## config.mk

```make
export PLATFORM = sky130hd
export DESIGN_NAME = cc_game_status_tracker
export DESIGN_NICKNAME = d
export VERILOG_FILES = /design/src/rtl/cc_game_pkg.sv /design/src/rtl/cc_shield_timer.sv /design/src/rtl/cc_game_status_tracker.sv
export SDC_FILE = /design/constraint.sdc
export NUM_CORES = 1
export LEC_CHECK = 0
export BUFFER_PORTS_ARGS = -buffer_cell sky130_fd_sc_hd__buf_2
export CORE_ASPECT_RATIO = 1.4
export CORE_MARGIN = 5
export CORE_UTILIZATION = 33
export CTS_CLUSTER_DIAMETER = 30
export DETAILED_ROUTE_END_ITERATION = 12
export PLACE_DENSITY = 0.89
export REMOVE_ABC_BUFFERS = 1
export SKIP_CTS_REPAIR_TIMING = 1
export SLEW_MARGIN = 20
export SYNTH_ARGS = -nofsm -noshare
export SYNTH_HDL_FRONTEND = slang
export SYNTH_HIERARCHICAL = 1
export SYNTH_SLANG_ARGS = --single-unit
```

## constraint.sdc

```tcl
create_clock -name CC_GAME_STATUS_TRACKER_CLOCK_50 -period 2.8 [get_ports CC_GAME_STATUS_TRACKER_CLOCK_50]
set_clock_uncertainty 0.2 [all_clocks]
set_input_delay 0.14 -clock CC_GAME_STATUS_TRACKER_CLOCK_50 [delete_from_list [all_inputs] [get_ports CC_GAME_STATUS_TRACKER_CLOCK_50]]
set_output_delay 0.14 -clock CC_GAME_STATUS_TRACKER_CLOCK_50 [all_outputs]
set_load 0.005 [all_outputs]
```

## src/rtl/cc_game_pkg.sv

```systemverilog
// ---------------------------------------------------------------------------
// cc_game_pkg
// Shared definitions for the game status tracker:
//   - game_state_t : FSM state encoding (PLAY, NESTED, DEAD, WON)
//   - DEF_*        : default playfield geometry and row indices
//   - LIVES_W      : width of the lives counter
//   - lives_sat_dec: decrement of the lives counter that stops at zero
// ---------------------------------------------------------------------------
package cc_game_pkg;

  typedef enum logic [1:0] {
    PLAY   = 2'd0,
    NESTED = 2'd1,
    DEAD   = 2'd2,
    WON    = 2'd3
  } game_state_t;

  localparam int DEF_WIDTH       = 8;
  localparam int DEF_ROWS        = 8;
  localparam int DEF_START_ROW   = 0;
  localparam int DEF_POWERUP_ROW = 2;

  localparam int LIVES_W = 4;

  // Lives never wrap below zero.
  function automatic logic [LIVES_W-1:0] lives_sat_dec(input logic [LIVES_W-1:0] lives);
    if (lives == 4'd0) begin
      return 4'd0;
    end else begin
      return lives - 4'd1;
    end
  endfunction

endpackage

```

## src/rtl/cc_shield_timer.sv

```systemverilog
// ---------------------------------------------------------------------------
// cc_shield_timer
// Shield countdown. A load request (re)starts the counter at SHIELD_CYCLES;
// the counter then counts down once per clock and the shield is active while
// it is nonzero. Only compiled when CC_GAME_STATUS_TRACKER_SHIELD_EN is
// defined, so the default build carries no shield hardware at all.
// Ports:
//   clk_i    - clock
//   rst_i    - synchronous active-high reset (clears the counter)
//   load_i   - power-up pickup, reloads the counter
//   shield_o - shield active
// ---------------------------------------------------------------------------
`ifdef CC_GAME_STATUS_TRACKER_SHIELD_EN
module cc_shield_timer #(
  parameter int SHIELD_CYCLES = 255
) (
  input  logic clk_i,
  input  logic rst_i,
  input  logic load_i,
  output logic shield_o
);

  localparam int CNT_W = (SHIELD_CYCLES < 1) ? 1 : $clog2(SHIELD_CYCLES + 1);

  logic [CNT_W-1:0] cnt_q;
  logic [CNT_W-1:0] cnt_d;

  // Next count: a reload wins over the running countdown.
  always_comb begin
    cnt_d = cnt_q;
    if (load_i) begin
      cnt_d = CNT_W'(SHIELD_CYCLES);
    end else if (cnt_q != '0) begin
      cnt_d = cnt_q - CNT_W'(1);
    end else begin
      cnt_d = cnt_q;
    end
  end

  // Counter register.
  always_ff @(posedge clk_i) begin
    if (rst_i) begin
      cnt_q <= '0;
    end else begin
      cnt_q <= cnt_d;
    end
  end

  assign shield_o = (cnt_q != '0);

endmodule
`endif

```

## src/rtl/cc_game_status_tracker.sv

```systemverilog
// ---------------------------------------------------------------------------
// cc_game_status_tracker
// Tracks the status of a frogger-style game: deaths on hazard rows, nesting
// on the goal row, level wins, game over and power-up pickups. All status
// outputs are registered, so they follow the inputs with one cycle latency.
// Optional feature: define CC_GAME_STATUS_TRACKER_SHIELD_EN to add a shield
// that ignores hazard hits for SHIELD_CYCLES cycles after a power-up.
// Ports:
//   CC_GAME_STATUS_TRACKER_CLOCK_50      - clock
//   CC_GAME_STATUS_TRACKER_RESET_InHigh  - synchronous active-high reset
//   CC_GAME_STATUS_TRACKER_BACK_In       - background rows, row r at [r*WIDTH +: WIDTH]
//   CC_GAME_STATUS_TRACKER_POINT_In      - player rows, same packing
//   CC_GAME_STATUS_TRACKER_STATE_Out     - FSM state
//   CC_GAME_STATUS_TRACKER_LIVES_Out     - remaining lives
//   CC_GAME_STATUS_TRACKER_LEVEL_Out     - completed level count
//   CC_GAME_STATUS_TRACKER_NESTMASK_Out  - filled nests
//   CC_GAME_STATUS_TRACKER_LOSE_Out      - pulse on death
//   CC_GAME_STATUS_TRACKER_NEST_Out      - pulse on nesting
//   CC_GAME_STATUS_TRACKER_WINL_Out      - level won (held)
//   CC_GAME_STATUS_TRACKER_GAMEOVER_Out  - game over (held)
//   CC_GAME_STATUS_TRACKER_POWERUP_Out   - pulse on power-up pickup
//   CC_GAME_STATUS_TRACKER_SHIELD_Out    - shield active
// ---------------------------------------------------------------------------
module cc_game_status_tracker
  import cc_game_pkg::*;
#(
  parameter int              WIDTH         = DEF_WIDTH,
  parameter int              ROWS          = DEF_ROWS,
  parameter int              GOAL_ROW      = ROWS - 1,
  parameter int              START_ROW     = DEF_START_ROW,
  parameter int              POWERUP_ROW   = DEF_POWERUP_ROW,
  parameter logic [ROWS-1:0] HAZARD_MASK   = 8'b10101010,
  parameter int              LIVES_INIT    = 3,
  parameter int              SHIELD_CYCLES = 255,
  parameter int              LEVEL_W       = 4
) (
  input  logic                  CC_GAME_STATUS_TRACKER_CLOCK_50,
  input  logic                  CC_GAME_STATUS_TRACKER_RESET_InHigh,
  input  logic [ROWS*WIDTH-1:0] CC_GAME_STATUS_TRACKER_BACK_In,
  input  logic [ROWS*WIDTH-1:0] CC_GAME_STATUS_TRACKER_POINT_In,
  output logic [1:0]            CC_GAME_STATUS_TRACKER_STATE_Out,
  output logic [3:0]            CC_GAME_STATUS_TRACKER_LIVES_Out,
  output logic [LEVEL_W-1:0]    CC_GAME_STATUS_TRACKER_LEVEL_Out,
  output logic [WIDTH-1:0]      CC_GAME_STATUS_TRACKER_NESTMASK_Out,
  output logic                  CC_GAME_STATUS_TRACKER_LOSE_Out,
  output logic                  CC_GAME_STATUS_TRACKER_NEST_Out,
  output logic                  CC_GAME_STATUS_TRACKER_WINL_Out,
  output logic                  CC_GAME_STATUS_TRACKER_GAMEOVER_Out,
  output logic                  CC_GAME_STATUS_TRACKER_POWERUP_Out,
  output logic                  CC_GAME_STATUS_TRACKER_SHIELD_Out
);

  logic clk_s;
  logic rst_s;
  assign clk_s = CC_GAME_STATUS_TRACKER_CLOCK_50;
  assign rst_s = CC_GAME_STATUS_TRACKER_RESET_InHigh;

  // Registered state
  game_state_t          state_q, state_d;
  logic [LIVES_W-1:0]   lives_q, lives_d;
  logic [LEVEL_W-1:0]   level_q, level_d;
  logic [WIDTH-1:0]     nestmask_q, nestmask_d;
  logic                 lose_q, lose_d;
  logic                 nest_q, nest_d;
  logic                 winl_q, winl_d;
  logic                 gameover_q, gameover_d;
  logic                 powerup_q, powerup_d;
  logic                 pu_prev_q;

  // Decoded playfield conditions
  logic [WIDTH-1:0]     point_goal_s;
  logic [WIDTH-1:0]     nest_new_s;
  logic                 hit_s;
  logic                 re_nest_s;
  logic                 at_goal_s;
  logic                 at_start_s;
  logic                 pu_overlap_s;
  logic                 shield_s;
  logic                 death_s;

  assign point_goal_s = CC_GAME_STATUS_TRACKER_POINT_In[GOAL_ROW*WIDTH +: WIDTH];
  assign re_nest_s    = |(point_goal_s & nestmask_q);
  assign at_goal_s    = |point_goal_s;
  assign at_start_s   = |CC_GAME_STATUS_TRACKER_POINT_In[START_ROW*WIDTH +: WIDTH];
  assign pu_overlap_s = |(CC_GAME_STATUS_TRACKER_BACK_In[POWERUP_ROW*WIDTH +: WIDTH] &
                          CC_GAME_STATUS_TRACKER_POINT_In[POWERUP_ROW*WIDTH +: WIDTH]);
  assign nest_new_s   = nestmask_q | point_goal_s;

  // Hazard collision: any hazard row (the nest row never counts) where the
  // player overlaps the background.
  always_comb begin
    hit_s = 1'b0;
    for (int r = 0; r < ROWS; r++) begin
      if (HAZARD_MASK[r] && (r != GOAL_ROW)) begin
        hit_s = hit_s | (|(CC_GAME_STATUS_TRACKER_BACK_In[r*WIDTH +: WIDTH] &
                           CC_GAME_STATUS_TRACKER_POINT_In[r*WIDTH +: WIDTH]));
      end else begin
        hit_s = hit_s;
      end
    end
  end

  // Power-up fires on the rising edge of the overlap, but never while dead.
  assign powerup_d = pu_overlap_s & ~pu_prev_q & (state_q != DEAD);

`ifdef CC_GAME_STATUS_TRACKER_SHIELD_EN
  // Loaded from the same-edge pickup so SHIELD rises together with POWERUP.
  cc_shield_timer #(
    .SHIELD_CYCLES(SHIELD_CYCLES)
  ) u_shield (
    .clk_i    (clk_s),
    .rst_i    (rst_s),
    .load_i   (powerup_d),
    .shield_o (shield_s)
  );
`else
  logic unused_shield_cfg_s;
  assign shield_s            = 1'b0;
  assign unused_shield_cfg_s = (SHIELD_CYCLES == 0);
`endif

  // Re-entering a filled nest is fatal even with the shield up.
  assign death_s = (hit_s & ~shield_s) | re_nest_s;

  // Only some rows feed the decoders; the rest of the buses are don't-care.
  logic unused_rows_s;
  assign unused_rows_s = ^{CC_GAME_STATUS_TRACKER_BACK_In, CC_GAME_STATUS_TRACKER_POINT_In};

  // State register together with all status registers.
  always_ff @(posedge clk_s) begin
    if (rst_s) begin
      state_q    <= PLAY;
      lives_q    <= LIVES_W'(LIVES_INIT);
      level_q    <= '0;
      nestmask_q <= '0;
      lose_q     <= 1'b0;
      nest_q     <= 1'b0;
      winl_q     <= 1'b0;
      gameover_q <= 1'b0;
      powerup_q  <= 1'b0;
      pu_prev_q  <= 1'b0;
    end else begin
      state_q    <= state_d;
      lives_q    <= lives_d;
      level_q    <= level_d;
      nestmask_q <= nestmask_d;
      lose_q     <= lose_d;
      nest_q     <= nest_d;
      winl_q     <= winl_d;
      gameover_q <= gameover_d;
      powerup_q  <= powerup_d;
      pu_prev_q  <= pu_overlap_s;
    end
  end

  // Next-state and status update logic.
  always_comb begin
    state_d    = state_q;
    lives_d    = lives_q;
    level_d    = level_q;
    nestmask_d = nestmask_q;
    winl_d     = winl_q;
    gameover_d = gameover_q;
    lose_d     = 1'b0;
    nest_d     = 1'b0;
    case (state_q)
      PLAY: begin
        if (death_s) begin
          // Death outranks a nesting in the same cycle.
          state_d = DEAD;
          lose_d  = 1'b1;
          lives_d = lives_sat_dec(lives_q);
          if (lives_q <= 4'd1) begin
            gameover_d = 1'b1;
          end else begin
            gameover_d = gameover_q;
          end
        end else if (at_goal_s) begin
          nestmask_d = nest_new_s;
          nest_d     = 1'b1;
          if (&nest_new_s) begin
            state_d = WON;
            winl_d  = 1'b1;
            level_d = level_q + LEVEL_W'(1);
          end else begin
            state_d = NESTED;
          end
        end else begin
          state_d = PLAY;
        end
      end
      NESTED: begin
        if (at_start_s) begin
          state_d = PLAY;
        end else begin
          state_d = NESTED;
        end
      end
      DEAD: begin
        if (lives_q == 4'd0) begin
          // Out of lives: locked here until reset.
          gameover_d = 1'b1;
          state_d    = DEAD;
        end else if (at_start_s) begin
          state_d = PLAY;
        end else begin
          state_d = DEAD;
        end
      end
      WON: begin
        if (at_start_s) begin
          nestmask_d = '0;
          winl_d     = 1'b0;
          state_d    = PLAY;
        end else begin
          state_d = WON;
        end
      end
      default: begin
        state_d = PLAY;
      end
    endcase
  end

  // Output drive straight from the registers.
  always_comb begin
    CC_GAME_STATUS_TRACKER_STATE_Out    = state_q;
    CC_GAME_STATUS_TRACKER_LIVES_Out    = lives_q;
    CC_GAME_STATUS_TRACKER_LEVEL_Out    = level_q;
    CC_GAME_STATUS_TRACKER_NESTMASK_Out = nestmask_q;
    CC_GAME_STATUS_TRACKER_LOSE_Out     = lose_q;
    CC_GAME_STATUS_TRACKER_NEST_Out     = nest_q;
    CC_GAME_STATUS_TRACKER_WINL_Out     = winl_q;
    CC_GAME_STATUS_TRACKER_GAMEOVER_Out = gameover_q;
    CC_GAME_STATUS_TRACKER_POWERUP_Out  = powerup_q;
    CC_GAME_STATUS_TRACKER_SHIELD_Out   = shield_s;
  end

endmodule

```

; After elaboration in Yosys (flattened, before gate mapping)
; Index checks and enable logic that the tools add are counted.
[op_classes]
n_addsub = 2
order_cmp = 1
n_eq_ne = 11
mux = 24
bitwise_logic = 14
n_reduce_logical = 19
[op_table]
columns = cell, n
row1 = $reduce_or 8->1, 7
row2 = $and 8x8->8, 5
row3 = $mux 8, 3
row4 = $ne 2x2->1 const B, 8
row5 = $pmux 8 s2, 1
row6 = $mux 2, 6
row7 = $reduce_and 11->1, 1
row8 = $mux 1, 10
row9 = $or 8x8->8, 1
row10 = $pmux 2 s4, 1
row11 = $reduce_and 4->1, 2
row12 = $reduce_and 8->1, 1
row13 = $reduce_and 5->1, 1
row14 = $add 4x1->4 const B, 1
row15 = $eq 2x2->1 const B, 2
row16 = $le 4x1->1 const B, 1
row17 = $logic_not 4->1, 1
row18 = $mux 4, 1
row19 = $pmux 1 s2, 2
row20 = $reduce_bool 2->1, 2
row21 = $sub 4x1->4 const B, 1
row22 = $not 1->1, 3
row23 = $or 1x1->1, 3
row24 = $reduce_or 3->1, 1
row25 = 5 further kinds, 6
[word_totals]
ff_bits = 24
input_bits = 130
out_inout_bits = 24
wordCells = 81

; Logic depth before layout (Yosys ltp)
; Gate-level depths: netlist (run 1).
[logic_depth]
ltp_word = 7
mapped_depth = 7
ltp_nobuf = 6

; Worst setup path after synthesis (run 1)
; OpenSTA, ideal clock, no wires.
[synth_path]
kind = reg2reg
startpoint = reg nestmask_q[4], in the netlist CC_GAME_STATUS_TRACKER_NESTMASK_Out[4]
endpoint = reg level_q[3], in the netlist CC_GAME_STATUS_TRACKER_LEVEL_Out[3]
setup_time_ps = 70
arrival_time_ps = 1822
t_required_ps = 2530
setup_slack_ps = 708
path_stages_with_launch = 7
path_buffers = 0
synth_period_minus_slack_ps = 2092
cell_sequence = dfxtp_1 o22ai_1 or4_1 a21oi_2 nand4_2 or3_1 a21oi_1
[synth_between]
elab_chain_len = 5
elab_cells_between_ends = 6
classes_between = 4 x bitwise / 2 x reduce/logical
[synth_rtl]
columns = element, line
row1 = start: declaration, cc_game_status_tracker.sv:62  ; logic [WIDTH-1:0] nestmask_q, nestmask_d;
row2 = start signal: assignment, cc_game_status_tracker.sv:146  ; nestmask_q <= nestmask_d;
row3 = $and 8x8->8, cc_game_status_tracker.sv:82  ; assign re_nest_s = |(point_goal_s & nestmask_q);
row4 = $reduce_or 8->1, cc_game_status_tracker.sv:82
row5 = $or 1x1->1, cc_game_status_tracker.sv:123  ; assign death_s = (hit_s & ~shield_s) | re_nest_s;
row6 = $not 1->1 (no source line), --
row7 = $reduce_and 11->1 (no source line) *, --
row8 = end signal: assignment, cc_game_status_tracker.sv:145  ; level_q <= level_d;
row9 = end: declaration, cc_game_status_tracker.sv:61  ; logic [LEVEL_W-1:0] level_q, level_d;
; Every way passes the cells marked *; elsewhere a longest branch is shown, timed or not.
; A chain may end at the register's enable or synchronous reset.

; Final worst setup path (run 1)
[layout_path]
startpoint = in CC_GAME_STATUS_TRACKER_POINT_In[57]
endpoint = reg nestmask_q[2], in the netlist CC_GAME_STATUS_TRACKER_NESTMASK_Out[2]
[layout_between]
elab_chain_len = 5
elab_cells_between_ends = 7
classes_between = 2 x eq/ne / 2 x bitwise / 3 x reduce/logical
[layout_rtl]
columns = element, line
row1 = start: declaration, cc_game_status_tracker.sv:40  ; input logic [ROWS*WIDTH-1:0] CC_GAME_STATUS_TRACKER_POINT_In,
row2 = $and 8x8->8, cc_game_status_tracker.sv:82
row3 = $reduce_or 8->1, cc_game_status_tracker.sv:82
row4 = $or 1x1->1, cc_game_status_tracker.sv:123
row5 = $ne 2x2->1 (no source line), --
row6 = $reduce_and 4->1 (no source line) *, --
; Marks and branches as above.

==> reports/metrics.cfg, run 1 <==
[setup_path]
rrSetupSlack_ns=0.48
end_kind=register
crit_required_ns=2.81
cp_num_buf_inv=2
crit_chain=dlygate4sd3_1, buf_2, a22oi_1, nand4_1, nor3_1, nand2_1, nor3_2, a22o_1
critPathMaxStageDelay_ns=0.55
crit_path_top_delay_cell=dlygate4sd3_1
worstPathArrival_ns=2.54
path_delay_family=simple AND/OR/NAND/NOR gates
worstSetupPathType=input port to register
cp_max_fo=8
cp-start-kind=input port

[clock_tree]
h-tree-depth=1
clk_latency_ns=0.26
cts_buffers=3
clockRootBuffer=clkbuf_8
clkSlewWorstSetupHoldPaths_ns=0.08
clock-sinks=24
cts_tree=built
clock_path_buffers=2

[routing]
vias=1638
antenna_left=0
wl_per_cell_um=14.08
drtPass1Iterations=4
drc=0
drtIter0Drc=50
routed_wl_mm=4.265
viasPerCell=5.406

[logic_synthesis]
yosysSeqAreaShare_pct=37.28
synth_area_leaders=dfxtp_1 37%, a22oi_1 12%, a22o_1 5.4%
synth_edf_count=0
synth_seq_cells=24
avgSynthCellArea_um2=8.767
async_flop_share_pct=0
synth_cell_type_count=41
synth_top_area_share_pct=37.28
synth-warning-count=6
synth.most_common_cell=dfxtp_1
ys.flop_type=dfxtp_1
yosys-top-cells-count=24 x dfxtp_1, 20 x a22oi_1, 13 x nor2_1
syn-cell-area_um2=1289
yosys.area.top_type=dfxtp_1
syn-instance-count=147

[timing]
drv_slew=0
grt_setup_unrepaired=false
worst_slack_ns=0.2715
final_hold_viol_count=0
min_period_over_period_pct=90.30
slew_headroom_pct=63.99
setup_viol=0
hold_slack_ns=0.02783
worst_pin_slew_ns=0.5373
period_needed_ns=2.529
max_freq_mhz=395.5
fin_setup_tns_ns=0

[floorplan]
die-area_um2=5273
fp.coreArea_um2=3851
start_util_pct=33.46
std_cell_rows=27
die_w_um=62.82
die_h_um=83.94
num_io_pins=154

[global_routing]
grt_antenna_before_repair=0
grt_overflow=0
grt_use_total_pct=15.09
grt_pass1_vias=1600
grt_start_max_net_pins=19
grt_pass1_wl_mm=6.630

[power_and_ir_drop]
ir_worst_vdd_mv=0.2064
power.leakage_nw=0.9824
powerDensity_nw_per_um2=354.7
p_total_uw=703.4

[layout]
postLayoutCoreUtil_pct=51.49
n_fill_cell=370
fin_nets=397
drive_gt1_share_pct=45.00
syn_to_final_growth_pct=53.88
antenna_cells=0

[place]
pre_cts_ws_ns=0.4653
place.detailed.hpwl_mm=3.318
gp_congestion=0.7465
port_buffers=104

[outcome]
status=finished clean

[flow_run]
maxCapViolations=0

[min_path]
hp-class=input port to register

[registers in the layout, summed over array words and instances (netlist names)]
signal	cells
CC_GAME_STATUS_TRACKER_GAMEOVER_Out	1
CC_GAME_STATUS_TRACKER_LEVEL_Out	4
CC_GAME_STATUS_TRACKER_LIVES_Out	4
CC_GAME_STATUS_TRACKER_LOSE_Out	1
CC_GAME_STATUS_TRACKER_NESTMASK_Out	8
CC_GAME_STATUS_TRACKER_NEST_Out	1
CC_GAME_STATUS_TRACKER_POWERUP_Out	1
CC_GAME_STATUS_TRACKER_STATE_Out	2
CC_GAME_STATUS_TRACKER_WINL_Out	1
pu_prev_q	1
[worst paths after layout]
| check | cells after the start | to | from |
|---|---|---|---|
| max | 8 | CC_GAME_STATUS_TRACKER_NESTMASK_Out[2] | CC_GAME_STATUS_TRACKER_POINT_In[57] |
| min | 2 | CC_GAME_STATUS_TRACKER_STATE_Out[0] | CC_GAME_STATUS_TRACKER_RESET_InHigh |
| max reg2reg | 6 | CC_GAME_STATUS_TRACKER_NESTMASK_Out[2] | CC_GAME_STATUS_TRACKER_NESTMASK_Out[1] |
| min reg2reg | 1 | CC_GAME_STATUS_TRACKER_POWERUP_Out | pu_prev_q |
[through the flow]
step	cell area, um2	instances
floorplan	1265	142
global placement	1862	292
detailed placement	1862	292
CTS	1903	295
global route	1983	303
finish	1983	303
[worst register-to-register path, cell delays in order, from the launching register on]
cell and delay, ns:
dfxtp_1 0.35, a22oi_1 0.19, nand4_1 0.17, nor3_1 0.34, nand2_1 0.28, nor3_2 0.52
a22o_1 0.22
[power by group]
| group | switching, mW | total [mW] | internal [mW] |
|---|---|---|---|
| clock network | 0.106 | 0.202 | 0.0962 |
| registers | 0.00718 | 0.358 | 0.351 |
| logic | 0.0614 | 0.143 | 0.0820 |
[cells in the final DEF (no fill, tap or decap), drive strengths merged, types with 2 or more instances in the layout]
cell,count
nand3b,3
dfxtp,24
nor3,5
a21oi,7
nand4,5
inv,4
a41oi,2
a22oi,20
dlygate4sd3,8
clkbuf,3
a31oi,2
a22o,8
nand2,10
ha,5
o21ai,3
nand2b,3
o31ai,2
nor4,4
o22ai,4
nor3b,2
buf,107
nor2,13
[routing by layer]
layer  share of wire [%]  routed length [um]  vias to the layer above  track usage, %
li1                    -                   -                      796               -
met1                  37                1581                      750           16.54
met2                  51                2190                       90           26.23
met3                  11                 469                        2           5.391
met4                0.54                  23                        0           5.598
met5                   0                   0                        -               0
[area by class of cell]
class,count,area (um2),area share [%]
multi-input combinational,114,769.5,38.80
timing repair buffer,115,623.1,31.42
sequential,24,480.5,24.23
tap,43,53.80,2.713
clock buffer,3,41.29,2.082
inverter,4,15.01,0.7571
[cell families (layout without fill, tap and decap cells)]
family / count (synthesis) / in the layout / share of synthesized area, %
AO/OA/AOI/OAI: 54 / 54 / 30.68
XOR/XNOR: 1 / 1 / 0.6797
adder cells (fa/ha/maj): 5 / 5 / 4.854
buffers and inverters: 9 / 122 / 3.009
flip-flops: 24 / 24 / 37.28
multiplexers: 2 / 2 / 1.650
other: 1 / 1 / 0.2910
AND/OR/NAND/NOR: 51 / 51 / 21.55
Note: power is estimated with default switching activity, not from simulation.
==> run 2: changes to the inputs <==
--- a/config.mk
+++ b/config.mk
@@ -5,13 +5,14 @@
 export SDC_FILE = /design/constraint.sdc
 export NUM_CORES = 1
 export LEC_CHECK = 0
-export BUFFER_PORTS_ARGS = -buffer_cell sky130_fd_sc_hd__buf_2
 export CORE_ASPECT_RATIO = 1.4
 export CORE_MARGIN = 5
-export CORE_UTILIZATION = 33
+export CORE_UTILIZATION = 50
 export CTS_CLUSTER_DIAMETER = 30
 export DETAILED_ROUTE_END_ITERATION = 12
-export PLACE_DENSITY = 0.89
+export DONT_BUFFER_PORTS = 1
+export GPL_TIMING_DRIVEN = 0
+export PLACE_DENSITY = 0.73
 export REMOVE_ABC_BUFFERS = 1
 export SKIP_CTS_REPAIR_TIMING = 1
 export SLEW_MARGIN = 20
==> reports/metrics.cfg, run 2 (same netlist as run 1, synthesis figures left out) <==
[outcome]
status=finished with violations
failed_checks=negative hold slack

[global_routing]
grt_overflow=0
grt_use_total_pct=19.97
grt_start_max_net_pins=19
grt_pass1_wl_mm=5.796
grt_antenna_before_repair=0
grt_pass1_vias=1279

[timing]
final_hold_viol_count=2
max_freq_mhz=400.7
drv_slew=0
setup_viol=0
min_period_over_period_pct=89.14
fin_setup_tns_ns=0
grt_setup_unrepaired=false
hold_slack_ns=-0.04440
slew_headroom_pct=52.17
worst_pin_slew_ns=0.7081
period_needed_ns=2.496

[routing]
routed_wl_mm=4.092
drtIter0Drc=44
viasPerCell=6.869
vias=1312
drc=0
antenna_left=0
wl_per_cell_um=21.42
drtPass1Iterations=5

[place]
port_buffers=0
gp_congestion=0.7837
place.detailed.hpwl_mm=3.128

[power_and_ir_drop]
ir_worst_vdd_mv=0.1668
powerDensity_nw_per_um2=402.4
p_total_uw=583.6
power.leakage_nw=0.5377

[setup_path]
rrSetupSlack_ns=0.30
worstPathArrival_ns=2.51
r2r-start=CC_GAME_STATUS_TRACKER_NESTMASK_Out[6]
cp-start-kind=register
critPathCapture=CC_GAME_STATUS_TRACKER_NESTMASK_Out[6]
r2r_cells=6
startpoint=CC_GAME_STATUS_TRACKER_NESTMASK_Out[6]
cp_max_fo=9
timing.rr.end=CC_GAME_STATUS_TRACKER_NESTMASK_Out[6]
crit_required_ns=2.81
worstSetupPathType=register to register
end_kind=register

[floorplan]
num_io_pins=154
start_util_pct=52.74
die_w_um=52.91
die_h_um=70.07
std_cell_rows=21
die-area_um2=3707
fp.coreArea_um2=2444

[clock_tree]
clock-sinks=24
clockRootBuffer=clkbuf_4
clock_path_buffers=2
clkSlewWorstSetupHoldPaths_ns=0.12
h-tree-depth=1
cts_tree=built
cts_buffers=3
clk_latency_ns=0.30

[layout]
antenna_cells=0
final_cell_mix=24 x dfxtp_1, 20 x a22oi_1, 13 x nor2_1
layout_commonest_cell=dfxtp_1
largest_reg_flops=8
fin_nets=294
syn_to_final_growth_pct=12.52
drive_gt1_share_pct=6.369

[min_path]
hp-class=input port to register
hold_depth=4

[flow_run]
maxCapViolations=0

[run 2: cell count changes in the layout (fill, tap and decap cells not counted)]
cell / before / now
buf_2: 104 / 0
dlygate4sd3_1: 8 / 12
buf_4: 3 / 0
clkbuf_4: 0 / 3
clkbuf_8: 3 / 0
[run 2: report_power, final]
group	internal [mW]	switching [mW]	total, mW
logic	0.0410	0.0382	0.0792
registers	0.351	0.00948	0.361
clock network	0.0502	0.0936	0.144
[run 2: how the worst min path moves through the flow]
stage                                        start                                   to  slack [ns]
6_report       CC_GAME_STATUS_TRACKER_POINT_In[63]      CC_GAME_STATUS_TRACKER_NEST_Out       -0.04
5_1_grt        CC_GAME_STATUS_TRACKER_POINT_In[63]      CC_GAME_STATUS_TRACKER_NEST_Out       0.004
4_1_cts        CC_GAME_STATUS_TRACKER_RESET_InHigh  CC_GAME_STATUS_TRACKER_LEVEL_Out[0]       -0.32
3_5_place_dp   CC_GAME_STATUS_TRACKER_RESET_InHigh  CC_GAME_STATUS_TRACKER_STATE_Out[0]        0.02
3_3_place_gp   CC_GAME_STATUS_TRACKER_RESET_InHigh  CC_GAME_STATUS_TRACKER_LEVEL_Out[3]        0.01
2_1_floorplan  CC_GAME_STATUS_TRACKER_RESET_InHigh  CC_GAME_STATUS_TRACKER_LEVEL_Out[3]       0.009
[run 2: area by class of cell]
type                       count  area [um2]
multi-input combinational    114       769.5
sequential                    24       480.5
inverter                       4       15.01
timing repair buffer          12       120.1
clock buffer                   3       22.52
tap                           34       42.54
fill                         224       993.5
[run 2: per-stage QoR]
stage               instance area (um2)  std cells  setup slack, ns  util [%]
floorplan                          1265        142           0.6982         -
global placement                   1308        176           0.3803     53.51
detailed placement                 1308        176           0.3360     53.51
CTS                                1330        179           0.3048     54.43
global route                       1450        191           0.1129     59.34
finish                             1450        191           0.3042     59.34
[run 2: metal layers]
layer / vias to the layer above / share of wire [%] / wire length, um / global-route usage [%]
met5: - / 0 / 0 / 0
met4: 0 / 0.56 / 23 / 5.114
met3: 4 / 17 / 711 / 8.085
met2: 122 / 45 / 1841 / 32.73
met1: 594 / 37 / 1515 / 23.59
li1: 592 / - / - / -
[run 2: critical path, cell delays in order (launching register included)]
cell	delay, ns
dfxtp_1	0.37
a22oi_1	0.22
nand4_1	0.14
nor3_1	0.35
and2_1	0.38
a41oi_1	0.39
a22o_1	0.35
